<file path="src/rtl/fetch_queue.sv">
// -----------------------------------------------------------------------------
// fetch_queue
//
// Instruction fetch front-end sitting between the PC / instruction memory and
// the IF/ID pipeline register. It walks sequential fetch addresses, issues
// requests to a one-cycle-latency instruction memory, buffers each returned
// instruction together with its PC in a small FIFO, and presents the FIFO head
// to decode. A redirect flushes everything (buffered and in flight) and
// restarts fetch at the target.
//
// Handshakes:
//   imem_req / imem_req_ready : a request transfers in any cycle where both
//     are high; the instruction for it appears on imem_rsp_data exactly one
//     cycle later. imem_req never depends on imem_req_ready.
//   out_valid / out_ready     : an entry is consumed in any cycle where both
//     are high (and no redirect). out_valid never depends on out_ready, and
//     once raised stays up with stable data until consumed or flushed.
//
// Ports:
//   clk            in   clock, all state on the rising edge
//   reset          in   asynchronous active-high reset
//   redirect       in   flush and restart fetch at redirect_pc
//   redirect_pc    in   [63:0] redirect target (bits [1:0] ignored)
//   imem_req       out  fetch request valid
//   imem_addr      out  [63:0] fetch address
//   imem_req_ready in   memory accepts the request this cycle
//   imem_rsp_data  in   [31:0] instruction, one cycle after an accepted request
//   out_valid      out  instruction available to decode
//   out_pc         out  [63:0] PC of presented instruction (0 when empty)
//   out_instr      out  [31:0] presented instruction (0 when empty)
//   out_ready      in   decode consumes (not-stall)
//   count          out  [clog2(DEPTH):0] FIFO occupancy
//
// Configuration:
//   FETCHQ_BYPASS_EN  when defined, a response arriving into an empty FIFO is
//                     presented to decode in the same cycle; if decode takes
//                     it, it is never written into the FIFO.
// -----------------------------------------------------------------------------
module fetch_queue #(
   parameter int          DEPTH    = 4,
   parameter logic [63:0] RESET_PC = 64'h0
) (
   input  logic                     clk,
   input  logic                     reset,
   input  logic                     redirect,
   input  logic [63:0]              redirect_pc,
   output logic                     imem_req,
   output logic [63:0]              imem_addr,
   input  logic                     imem_req_ready,
   input  logic [31:0]              imem_rsp_data,
   output logic                     out_valid,
   output logic [63:0]              out_pc,
   output logic [31:0]              out_instr,
   input  logic                     out_ready,
   output logic [$clog2(DEPTH):0]   count
);

   localparam int AW = $clog2(DEPTH);
   localparam int CW = AW + 1;
   localparam logic [CW:0] DEPTH_W = (CW + 1)'(DEPTH);

   logic [63:0]   r_fetch_pc;
   logic          r_inflight;
   logic [63:0]   r_inflight_pc;
   logic [63:0]   r_pc_mem    [DEPTH];
   logic [31:0]   r_instr_mem [DEPTH];
   logic [AW-1:0] r_head;
   logic [AW-1:0] r_tail;
   logic [CW-1:0] r_count;

   logic [CW:0]   w_occ;
   logic          w_accept;
   logic          w_rsp;
   logic          w_empty;
   logic          w_byp;
   logic          w_push;
   logic          w_pop;
   logic [63:0]   w_target;

   // Occupancy includes the in-flight request so a returning response always
   // has a free slot; the FIFO therefore never needs a full check on push.
   assign w_occ     = {1'b0, r_count} + {{CW{1'b0}}, r_inflight};
   assign imem_req  = !redirect && (w_occ < DEPTH_W);
   assign imem_addr = r_fetch_pc;
   assign w_accept  = imem_req && imem_req_ready;
   assign w_rsp     = r_inflight && !redirect;
   assign w_empty   = (r_count == '0);
   assign w_target  = redirect_pc & ~64'h3;

`ifdef FETCHQ_BYPASS_EN
   assign w_byp  = w_empty && w_rsp;
   // A bypassed instruction taken by decode this cycle skips the FIFO.
   assign w_push = w_rsp && !(w_byp && out_ready);
`else
   assign w_byp  = 1'b0;
   assign w_push = w_rsp;
`endif

   // Redirect suppresses consumption even though out_valid may still be high.
   assign w_pop     = !w_empty && out_ready && !redirect;
   assign out_valid = !w_empty || w_byp;
   assign count     = r_count;

   always_comb begin
      out_pc    = 64'h0;
      out_instr = 32'h0;
      if (!w_empty) begin
         out_pc    = r_pc_mem[r_head];
         out_instr = r_instr_mem[r_head];
      end else if (w_byp) begin
         out_pc    = r_inflight_pc;
         out_instr = imem_rsp_data;
      end
   end

   // Storage needs no reset: entries are only visible through r_count.
   always_ff @(posedge clk) begin
      if (w_push) begin
         r_pc_mem[r_tail]    <= r_inflight_pc;
         r_instr_mem[r_tail] <= imem_rsp_data;
      end
   end

   always_ff @(posedge clk or posedge reset) begin
      if (reset) begin
         r_fetch_pc    <= RESET_PC;
         r_inflight    <= 1'b0;
         r_inflight_pc <= 64'h0;
         r_head        <= '0;
         r_tail        <= '0;
         r_count       <= '0;
      end else if (redirect) begin
         r_fetch_pc <= w_target;
         r_inflight <= 1'b0;
         r_head     <= '0;
         r_tail     <= '0;
         r_count    <= '0;
      end else begin
         if (w_accept) begin
            r_fetch_pc    <= r_fetch_pc + 64'd4;
            r_inflight_pc <= r_fetch_pc;
         end
         r_inflight <= w_accept;
         if (w_push) r_tail <= r_tail + 1'b1;
         if (w_pop)  r_head <= r_head + 1'b1;
         r_count <= r_count + CW'(w_push) - CW'(w_pop);
      end
   end

endmodule

</file>
<file path="config.mk">
export PLATFORM = sky130hd
export DESIGN_NAME = fetch_queue
export DESIGN_NICKNAME = d
export VERILOG_FILES = /design/src/rtl/fetch_queue.sv
export SDC_FILE = /design/constraint.sdc
export NUM_CORES = 1
export LEC_CHECK = 0
export ABC_AREA = 0
export ABC_CLOCK_PERIOD_IN_PS = 4600
export CORE_ASPECT_RATIO = 1.75
export CORE_MARGIN = 3
export CORE_UTILIZATION = 45
export CTS_BUF_LIST = sky130_fd_sc_hd__clkbuf_4 sky130_fd_sc_hd__clkbuf_8
export CTS_CLUSTER_SIZE = 24
export DETAILED_ROUTE_END_ITERATION = 16
export PLACE_DENSITY_LB_ADDON = 0.08
export SLEW_MARGIN = 20
export SYNTH_ARGS = -nofsm -noshare
export SYNTH_HDL_FRONTEND = slang
export SYNTH_SLANG_ARGS = --single-unit
</file>
<file path="constraint.sdc">
create_clock -name clk -period 4.6 [get_ports clk]
set_input_delay 0.69 -clock clk [delete_from_list [all_inputs] [get_ports clk]]
set_output_delay 0.69 -clock clk [all_outputs]
set_load 0.03 [all_outputs]
</file>
==> impl.org, run 1 <==
** Die
- In this run the horizontal extent of the chip is ~170 microns.
- Die Ht :: 290 microns
- Effective utilization at floorplan :: 45.7%
- Number of core rows :: roughly 100
- 266 I/O pins were placed.
- Full die area :: about 50000 sq um
- Area of the core region :: 45200 sq um

** Synth
- Sequential elements use 70.6% of the synthesized area.
- Count of flip-flops with a built-in enable after synthesis :: 376
- Yosys attributes the largest share of cell area to sky130_fd_sc_hd__edfxtp_1, sky130_fd_sc_hd__dfrtp_1, sky130_fd_sc_hd__mux4_2.
- Share of synthesized cell area in and, or, nand and nor gates :: 12.0%
- After synthesis, the most frequently instantiated cells are sky130_fd_sc_hd__edfxtp_1, sky130_fd_sc_hd__nand2_1, sky130_fd_sc_hd__dfrtp_1, sky130_fd_sc_hd__and2_1, sky130_fd_sc_hd__mux4_2.
- The synthesized netlist devotes 1.99% of its cell area to XOR and XNOR gates.
- The synthesized netlist devotes 2.42% of its cell area to compound gates.
- FF+latch count, synth :: approximately 510
- Summing the areas of all fa, ha and maj instances in the mapped netlist gives 0.581% of the synthesized area.
- Post-synth top flop :: sky130_fd_sc_hd__edfxtp_1
- In this run the biggest area consumer among cell types represents a little over half of the synthesized area.
- The cell area that synthesis handed to floorplanning was ~21000 sq um.
- The most common cell in the synthesized netlist is sky130_fd_sc_hd__edfxtp_1.
- Post-Synthesis Mean Instance Area :: around 15 sq um
- Summed over all instances, the cell type with the most area after synthesis is sky130_fd_sc_hd__edfxtp_1.
- Multiplexer share of the synthesized area :: 10.7%
- The cell count after synthesis came out at 1341.
- Yosys warning count :: 0
- Share of flip-flops with an asynchronous set or reset after synthesis :: 26.0%
- By area, the combinational part of the netlist is dominated by simple AND/OR/NAND/NOR gates.
- Count of different cell masters after synthesis :: 55

** Setup path
- Critical Path Slowest Stage Cell :: sky130_fd_sc_hd__dfrtp_4
- Crit start category :: register
- Type of element capturing the critical path :: output pin
- Data arrives at the worst endpoint at 3.21 ns.
- The worst register-to-register path ends at imem_addr[45]$_DFFE_PP0P_.
- Number of buffers and inverters on the critical path :: 2
- Required time of the critical path :: about 3.9 ns
- The setup path with the least slack is of type register to output pin.
- Worst R2R Path Depth :: 8
- The worst register-to-register path has a setup slack of 1.41 ns.
- Stage delay of the slowest cell on the critical path :: 0.86 ns
- The signal on the critical path passes through buf_12 > mux4_2 > and2_1 > clkdlybuf4s50_1.
- On the critical path the largest part of the delay comes from buffers and inverters.
- Startpoint of the worst-slack reg-to-reg timing path :: count[1]$_DFF_PP0_
- Along the worst path, the maximum fanout reaches 28.

** Clock network
- Hold buffer count at CTS :: 0
- Number of buffers inserted during clock tree synthesis :: 74
- TritonCTS built the clock tree.
- Buffers inserted during post-CTS setup optimization :: 0
- Clock-pin slew was measured on the worst setup and hold paths at 0.06 ns.
- Post-cts resize count :: 0
- No sink is reached through more buffers than the 3 on the longest clock path.
- Root buffer selected by CTS :: sky130_fd_sc_hd__clkbuf_8
- Source-to-sink clock delay at the later pin of the worst-skew pair :: 0.63 ns
- Clock Sinks :: 508
- # H-tree levels :: 3

** Detailed routing
- Detail Route Antenna Nets :: 0
- The first TritonRoute pass finished after 4 iterations.
- In this run, the number of DRC markers left after iteration 0 of detailed routing was 680.
- After detailed routing, the number of remaining DRC violations is 0.
- Vias :: 12.2k
- Final wirelength :: around 51000 microns
- In the routed layout, each cell is associated on average with a via count of 5.39.
- Dividing the detail-routed wire length by the instance count gives around 22 microns.

** Job
- Count of maximum capacitance violations :: 0

** GRT
- Global routing used a little over a fifth of the available tracks across all layers.
- The first global-routing pass estimated about 78000 microns of wire.
- Number of global-route vias before repair :: 13.2k
- The total overflow left after global routing is 0.
- Maximum number of pins on one net before global-route repair :: slightly above 100
- The number of antenna violations at the first check in global routing came to 1.

** Placed design
- Estimated wirelength of the detail-placed design :: 31900 microns
- Instance area at placement :: 24000 sq um
- Final GP Congestion :: 0.867
- Input and output buffers added on the ports amount to 259.

** Timing
- Hold violation count in the final report :: 0
- For the finished layout, the period the worst path requires is 3.90 ns.
- Final Hold Slack :: 0.513 ns
- For the pin with the worst max-slew slack, the measured transition is 0.924 ns.
- The count of pins over their slew limit was 0.
- Worst Clk Skew :: 0.0309 ns
- Timing would allow up to 256 MHz.
- After layout, the worst path uses 84.9% of the clock period.
- Setup violations remaining at the end of the flow were counted as 0.
- Normalized max-slew margin :: 38.4%
- Total negative setup slack :: 0 ns
- Setup repair after global routing left no endpoint under its margin.

** Layout
- The area growth from synthesis to layout is 23.7%.
- The multi-input combinational cells in the finished layout cover a total of 5760 sq um.
- Layout cell share with drive strength beyond 1 :: 16.3%
- For this run, the post-layout net count is between 1.5k and 2k.
- After filler insertion, the fill cell instance count of the layout stands at 3719.
- Sequential cell area :: 14600 sq um
- Final design area excluding fillers :: roughly 26000 sq um

** Worst hold path
- The worst hold path belongs to the class register to register.
- Worst hold endpoint :: r_pc_mem[3][23]$_DFFE_PP_
- The worst hold path begins at r_inflight_pc[23]$_DFFE_PP0P_.
- The worst hold path passes through 0 cells.

** Status
- The flow ran to the end, and the final reports show no timing, DRC or antenna violations.

** Pwr
- Leakage :: around 0.0090 uW
- IR analysis of the VDD net gives a maximum drop of 0.000338 V.
- Cell area power density :: 549 nW/um^2
==> area by class of cell <==
cell class | count | share of cell area (%)
inverters | 18 | 0.293
well taps | 577 | 2.82
clock buffers | 117 | 5.59
flip-flops and latches | 508 | 57.1
diodes | 1 | 0.00978
multi-input cells | 747 | 22.5
clock inverters | 16 | 0.455
repair buffers | 284 | 11.2
==> metal layers <==
layer | track usage, % | part of all wire (%) | wire, microns | up-vias
met2 | 36.5 | 52 | 26400 | 389
li1 | - | - | - | 5575
met1 | 26.6 | 40 | 20300 | 6175
met3 | 4.06 | 5.4 | 2710 | 81
met4 | 6.71 | 2.3 | 1150 | 0
met5 | 0 | 0 | 0 | -
==> cell families after synthesis <==
kind of cell / Yosys count
AOI/OAI and AO/OA: 80
xor gates and xnor gates: 47
adders and majority gates: 9
buffers and inverters: 89
DFF: 508
muxes: 103
other: 1
and+or+nand+nor: 504
==> state kept, by name, indices dropped and copies added (netlist names) <==
register	count
r_pc_mem	248
r_instr_mem	128
imem_addr	62
r_inflight_pc	62
count	3
r_head	2
r_tail	2
r_inflight	1
==> cell usage in the layout (no fill, tap or decap), types with 6 or more instances in the layout <==
master / netlist / routed
sky130_fd_sc_hd__edfxtp_1: 376 / 376
sky130_fd_sc_hd__xor2_1: 20 / 20
sky130_fd_sc_hd__o21ai_0: 38 / 38
sky130_fd_sc_hd__nor2b_1: 9 / 9
sky130_fd_sc_hd__clkbuf_8: 0 / 88
sky130_fd_sc_hd__clkdlybuf4s50_1: 0 / 258
sky130_fd_sc_hd__ha_1: 8 / 8
sky130_fd_sc_hd__buf_12: 0 / 8
sky130_fd_sc_hd__nand4_1: 21 / 21
sky130_fd_sc_hd__mux4_2: 94 / 94
sky130_fd_sc_hd__nor3_1: 21 / 21
sky130_fd_sc_hd__and2_1: 99 / 95
sky130_fd_sc_hd__xnor2_1: 27 / 27
sky130_fd_sc_hd__nand3_1: 25 / 25
sky130_fd_sc_hd__nor2_1: 27 / 27
sky130_fd_sc_hd__inv_1: 16 / 15
sky130_fd_sc_hd__dfrtp_1: 132 / 130
sky130_fd_sc_hd__nor4_1: 11 / 11
sky130_fd_sc_hd__buf_4: 4 / 18
sky130_fd_sc_hd__nand2_1: 257 / 257
sky130_fd_sc_hd__clkinv_1: 1 / 6
sky130_fd_sc_hd__clkbuf_4: 0 / 29
sky130_fd_sc_hd__o21ai_1: 9 / 9
==> per-stage QoR <==
| step | power, uW | setup WS [ns] | util, % | std cells |
|---|---|---|---|---|
| floorplan | 8590 | 0.384 | - | 1344 |
| global placement | 10500 | 1.24 | 53.1 | 2134 |
| detailed placement | 10500 | 1.23 | 53.1 | 2134 |
| CTS | 14300 | 0.563 | 56.5 | 2267 |
| global route | 14700 | 0.504 | 56.6 | 2268 |
| finish | 14000 | 0.695 | 56.6 | 2268 |
==> worst max-delay path by stage <==
stage	from	endpoint	depth (start not counted)
2_1_floorplan	reset	count[0]$_DFF_PP0_	1
3_3_place_gp	r_head[0]$_DFFE_PP0P_	out_pc[35]	4
3_5_place_dp	r_head[0]$_DFFE_PP0P_	out_pc[35]	4
4_1_cts	r_head[0]$_DFFE_PP0P_	out_pc[35]	4
5_1_grt	r_head[0]$_DFFE_PP0P_	out_pc[35]	4
6_report	r_head[0]$_DFFE_PP0P_	out_pc[35]	4
==> power by group <==
part / internal (uW) / leakage (uW) / switching [uW] / total [uW]
sequential: 5520 / 0.00506 / 475 / 5990
clock: 2030 / 0.000819 / 1680 / 3710
combinational: 1890 / 0.00313 / 2460 / 4350
Power figures use the tool's default switching activity.
==> run 2, diff against run 1 <==
--- a/config.mk
+++ b/config.mk
@@ -6,7 +6,7 @@
 export NUM_CORES = 1
 export LEC_CHECK = 0
 export ABC_AREA = 0
-export ABC_CLOCK_PERIOD_IN_PS = 4600
+export ABC_CLOCK_PERIOD_IN_PS = 3600
 export CORE_ASPECT_RATIO = 1.75
 export CORE_MARGIN = 3
 export CORE_UTILIZATION = 45
==> constraint.sdc (replaced) <==
create_clock -name clk -period 3.6 [get_ports clk]
set_input_delay 0.54 -clock clk [delete_from_list [all_inputs] [get_ports clk]]
set_output_delay 0.54 -clock clk [all_outputs]
set_load 0.03 [all_outputs]
==> run 2 against run 1 <==
Compared with the run above:
- non-clock buffer count increased by 17
- sequential share of layout area decreased by 0.39 points
- die area did not move
- combinational power grew 31%
- core utilization grew 0.39 points
- power is 27% higher
- routed wire length down 1.9%
- count of clock-buffer cells in the layout shrank 14
- cell count up 0.71%
- worst hold slack got worse by 0.19 ns
- first-iteration DRC count up 16%
- setup slack worse by 0.44 ns
==> impl.org, run 2 (same netlist as run 1, synthesis figures left out) <==
** Detailed routing
- Vias :: 12.2k
- For this run, design rule violations remaining after detail routing come to 0.
- In this run the remaining antenna-violating nets after routing total 0.
- In the final routed layout, each cell accounts on average for 21.7 microns.
- In the routed layout, each cell is associated on average with a via count of 5.34.
- Detailed Route Iter0 Violations :: around 790
- The pre-antenna-repair detailed-routing pass consisted of 4 iterations.
- Final wirelength :: 49600 microns

** GRT
- Met3 global-route usage :: 4.18%
- Met1 track demand over resource :: roughly a quarter
- Aggregate global-route resource usage :: between 20% and 30%
- Global routing consumed, on the met2 layer, 35.8% of the routing resources.
- Number of global-route vias before repair :: 13.1k
- First-pass GRT wire length :: 76500 microns
- After global routing, the most crowded layer is met2.
- The number of antenna violations at the first check in global routing is 2.
- Grt ovf :: 0
- Entering global routing, the biggest net connects 69 pins.

** Clock network
- For this design, the CTS-stage hold fixing added 0 buffers.
- Clock Sinks :: 508
- Counting along the longest clock path gives a buffer depth of 3.
- CTS clk-pin slew, worst paths :: approximately 0.07 ns
- # H-tree levels :: 3
- The clock reaches the later pin of the worst-skew pair after 0.61 ns.
- Clock tree synthesis selected as its root buffer the cell sky130_fd_sc_hd__clkbuf_8.
- In this run, CTS created clock tree buffers numbering a little over 70.
- TritonCTS built the clock tree.

** Timing
- Fin crit share :: between 90% and 100%
- Total negative setup slack :: 0 ns
- Tightest Pin Transition :: ~0.77 ns
- Number of setup violations in the final report :: 0
- Worst Clk Skew :: around 0.021 ns
- Setup repair after global routing left no endpoint under its margin.
- Headroom to the max-slew limit came out at 48.4%.
- The smallest clock period supported by the final layout is computed as 3.35 ns.
- Timing would allow up to about 300 MHz.
- The total count of hold-check failures in the final report was 0.
- Final Hold Slack :: 0.327 ns
- The count of pins over their slew limit was 0.

** Die
- The floorplan step set the die height to around 290 microns.
- Chip width :: about 170 microns
- Row generation in the floorplan step produced between 100 and 150 rows.
- The total area inside the core boundary comes to 45200 sq um.
- In this run the count of I/O pins placed on the die edge is 266.
- Once the floorplan was initialized, standard cells occupied between 40% and 50% of the core.
- The die covers roughly 49000 sq um.

** Setup path
- Setup CP Type :: register to output pin
- Crit start category :: register
- Stage delay of the slowest cell on the critical path :: about 0.70 ns
- Required time of the critical path :: between 3 and 4 ns
- The slowest stage of the critical path belongs to the cell sky130_fd_sc_hd__clkdlybuf4s50_1.
- Crit path DAT :: 2.81 ns
- Type of element capturing the critical path :: output pin
- Maximum fanout encountered on the critical timing path :: between 60 and 70
- The signal on the critical path passes through or3_4 > buf_12 > and2_1 > clkdlybuf4s50_1.
- Register-to-register setup slack :: 0.72 ns

** Pwr
- Cell area power density :: 694 nW/um^2
- IR Drop Worst-Case VDD :: 0.000367 V
- Leakage :: 0.00908 uW

** Layout
- Cells with a size suffix above 1 make up 16.5% of the layout.
- After filler insertion, the fill cell instance count of the layout stands at 3702.
- Highest-count cells in the layout ignoring fill and taps :: sky130_fd_sc_hd__edfxtp_1, sky130_fd_sc_hd__clkdlybuf4s50_1, sky130_fd_sc_hd__nand2_1
- The final layout contains 1758 nets.
- Largest register FFs :: 248
- Register ranked first by flip-flop count :: r_pc_mem
- Layout overhead on the synthesized area :: 24.5%
- Largest registers in the final layout :: r_pc_mem (248), r_instr_mem (128)
- The library cell used most frequently in the layout, excluding fill and tap cells, is sky130_fd_sc_hd__edfxtp_1.
- Final Core Density :: 56.9%

** Placed design
- During placement, the flow inserted port buffers numbering 259.
- Estimated wirelength of the detail-placed design :: 31900 microns
- Final GP Congestion :: approximately 0.88

** Status
- The flow ran to the end, and the final reports show no timing, DRC or antenna violations.

** Worst hold path
- Tightest Hold Check Type :: primary input to async pin

** Job
- Across the run, the number of max-cap violations was 0.
-- run 2: repair_timing --
item	4_1_cts	5_1_grt
setup endpoints to repair	14	0
endpoints found under the hold margin	0	0
buffers inserted	8	0
resized for setup	0	0
-- run 2: worst max-delay path: cells and delay by family (launching register included) --
kind	cells	cell delay, ns
buf+inv	2	0.99
simple gates	2	0.67
flops	1	0.48
-- run 2: routing by layer --
layer / vias up / wire length, microns
li1: 5599 / -
met1: 6100 / 19800
met2: 400 / 25500
met3: 93 / 2860
met4: 2 / 1460
met5: - / 11
-- run 2: area by class of cell --
class	count	area (sq um)	share of cell area, %
Antenna cell	1	2.50	0.00972
Clock buffer	103	1270	4.95
Clock inverter	29	206	0.802
Inverter	18	71.3	0.277
Multi-Input combinational cell	747	5760	22.4
Sequential cell	508	14600	56.7
Tap cell	577	722	2.80
Timing Repair Buffer	301	3120	12.1
-- run 2: final timing paths --
| kind | end | startpoint | depth (start not counted) |
|---|---|---|---|
| setup / recovery | out_pc[36] | count[1]$_DFF_PP0_ | 4 |
| hold / removal | r_inflight_pc[17]$_DFFE_PP0P_ | reset | 2 |
| setup reg to reg | imem_addr[26]$_DFFE_PP0P_ | count[1]$_DFF_PP0_ | 7 |
| hold reg to reg | r_pc_mem[1][46]$_DFFE_PP_ | r_inflight_pc[46]$_DFFE_PP0P_ | 0 |
| max in group asynchronous | r_inflight_pc[51]$_DFFE_PP0P_ | reset | 3 |
| min in group clk | count[2]$_DFF_PP0_ | redirect | 2 |
-- run 2: metrics by stage --
| step | instances | instance area [sq um] | worst slack, ns | power, uW |
|---|---|---|---|---|
| 4_1_cts | 2283 | 25800 | 0.143 | 18200 |
| 3_5_place_dp | 2143 | 24200 | 0.627 | 13400 |
| 2_1_floorplan | 1344 | 20700 | 0.839 | 11000 |
| 6_report | 2284 | 25800 | 0.250 | 17900 |
| 3_3_place_gp | 2143 | 24200 | 0.629 | 13400 |
| 5_1_grt | 2284 | 25800 | 0.0787 | 18800 |
-- run 2: where the power goes --
| group | total, uW | switching, uW | internal [uW] |
|---|---|---|---|
| registers | 7570 | 520 | 7050 |
| clock network | 4600 | 2100 | 2500 |
| logic | 5710 | 3200 | 2520 |
| total | 17900 | 5820 | 12100 |
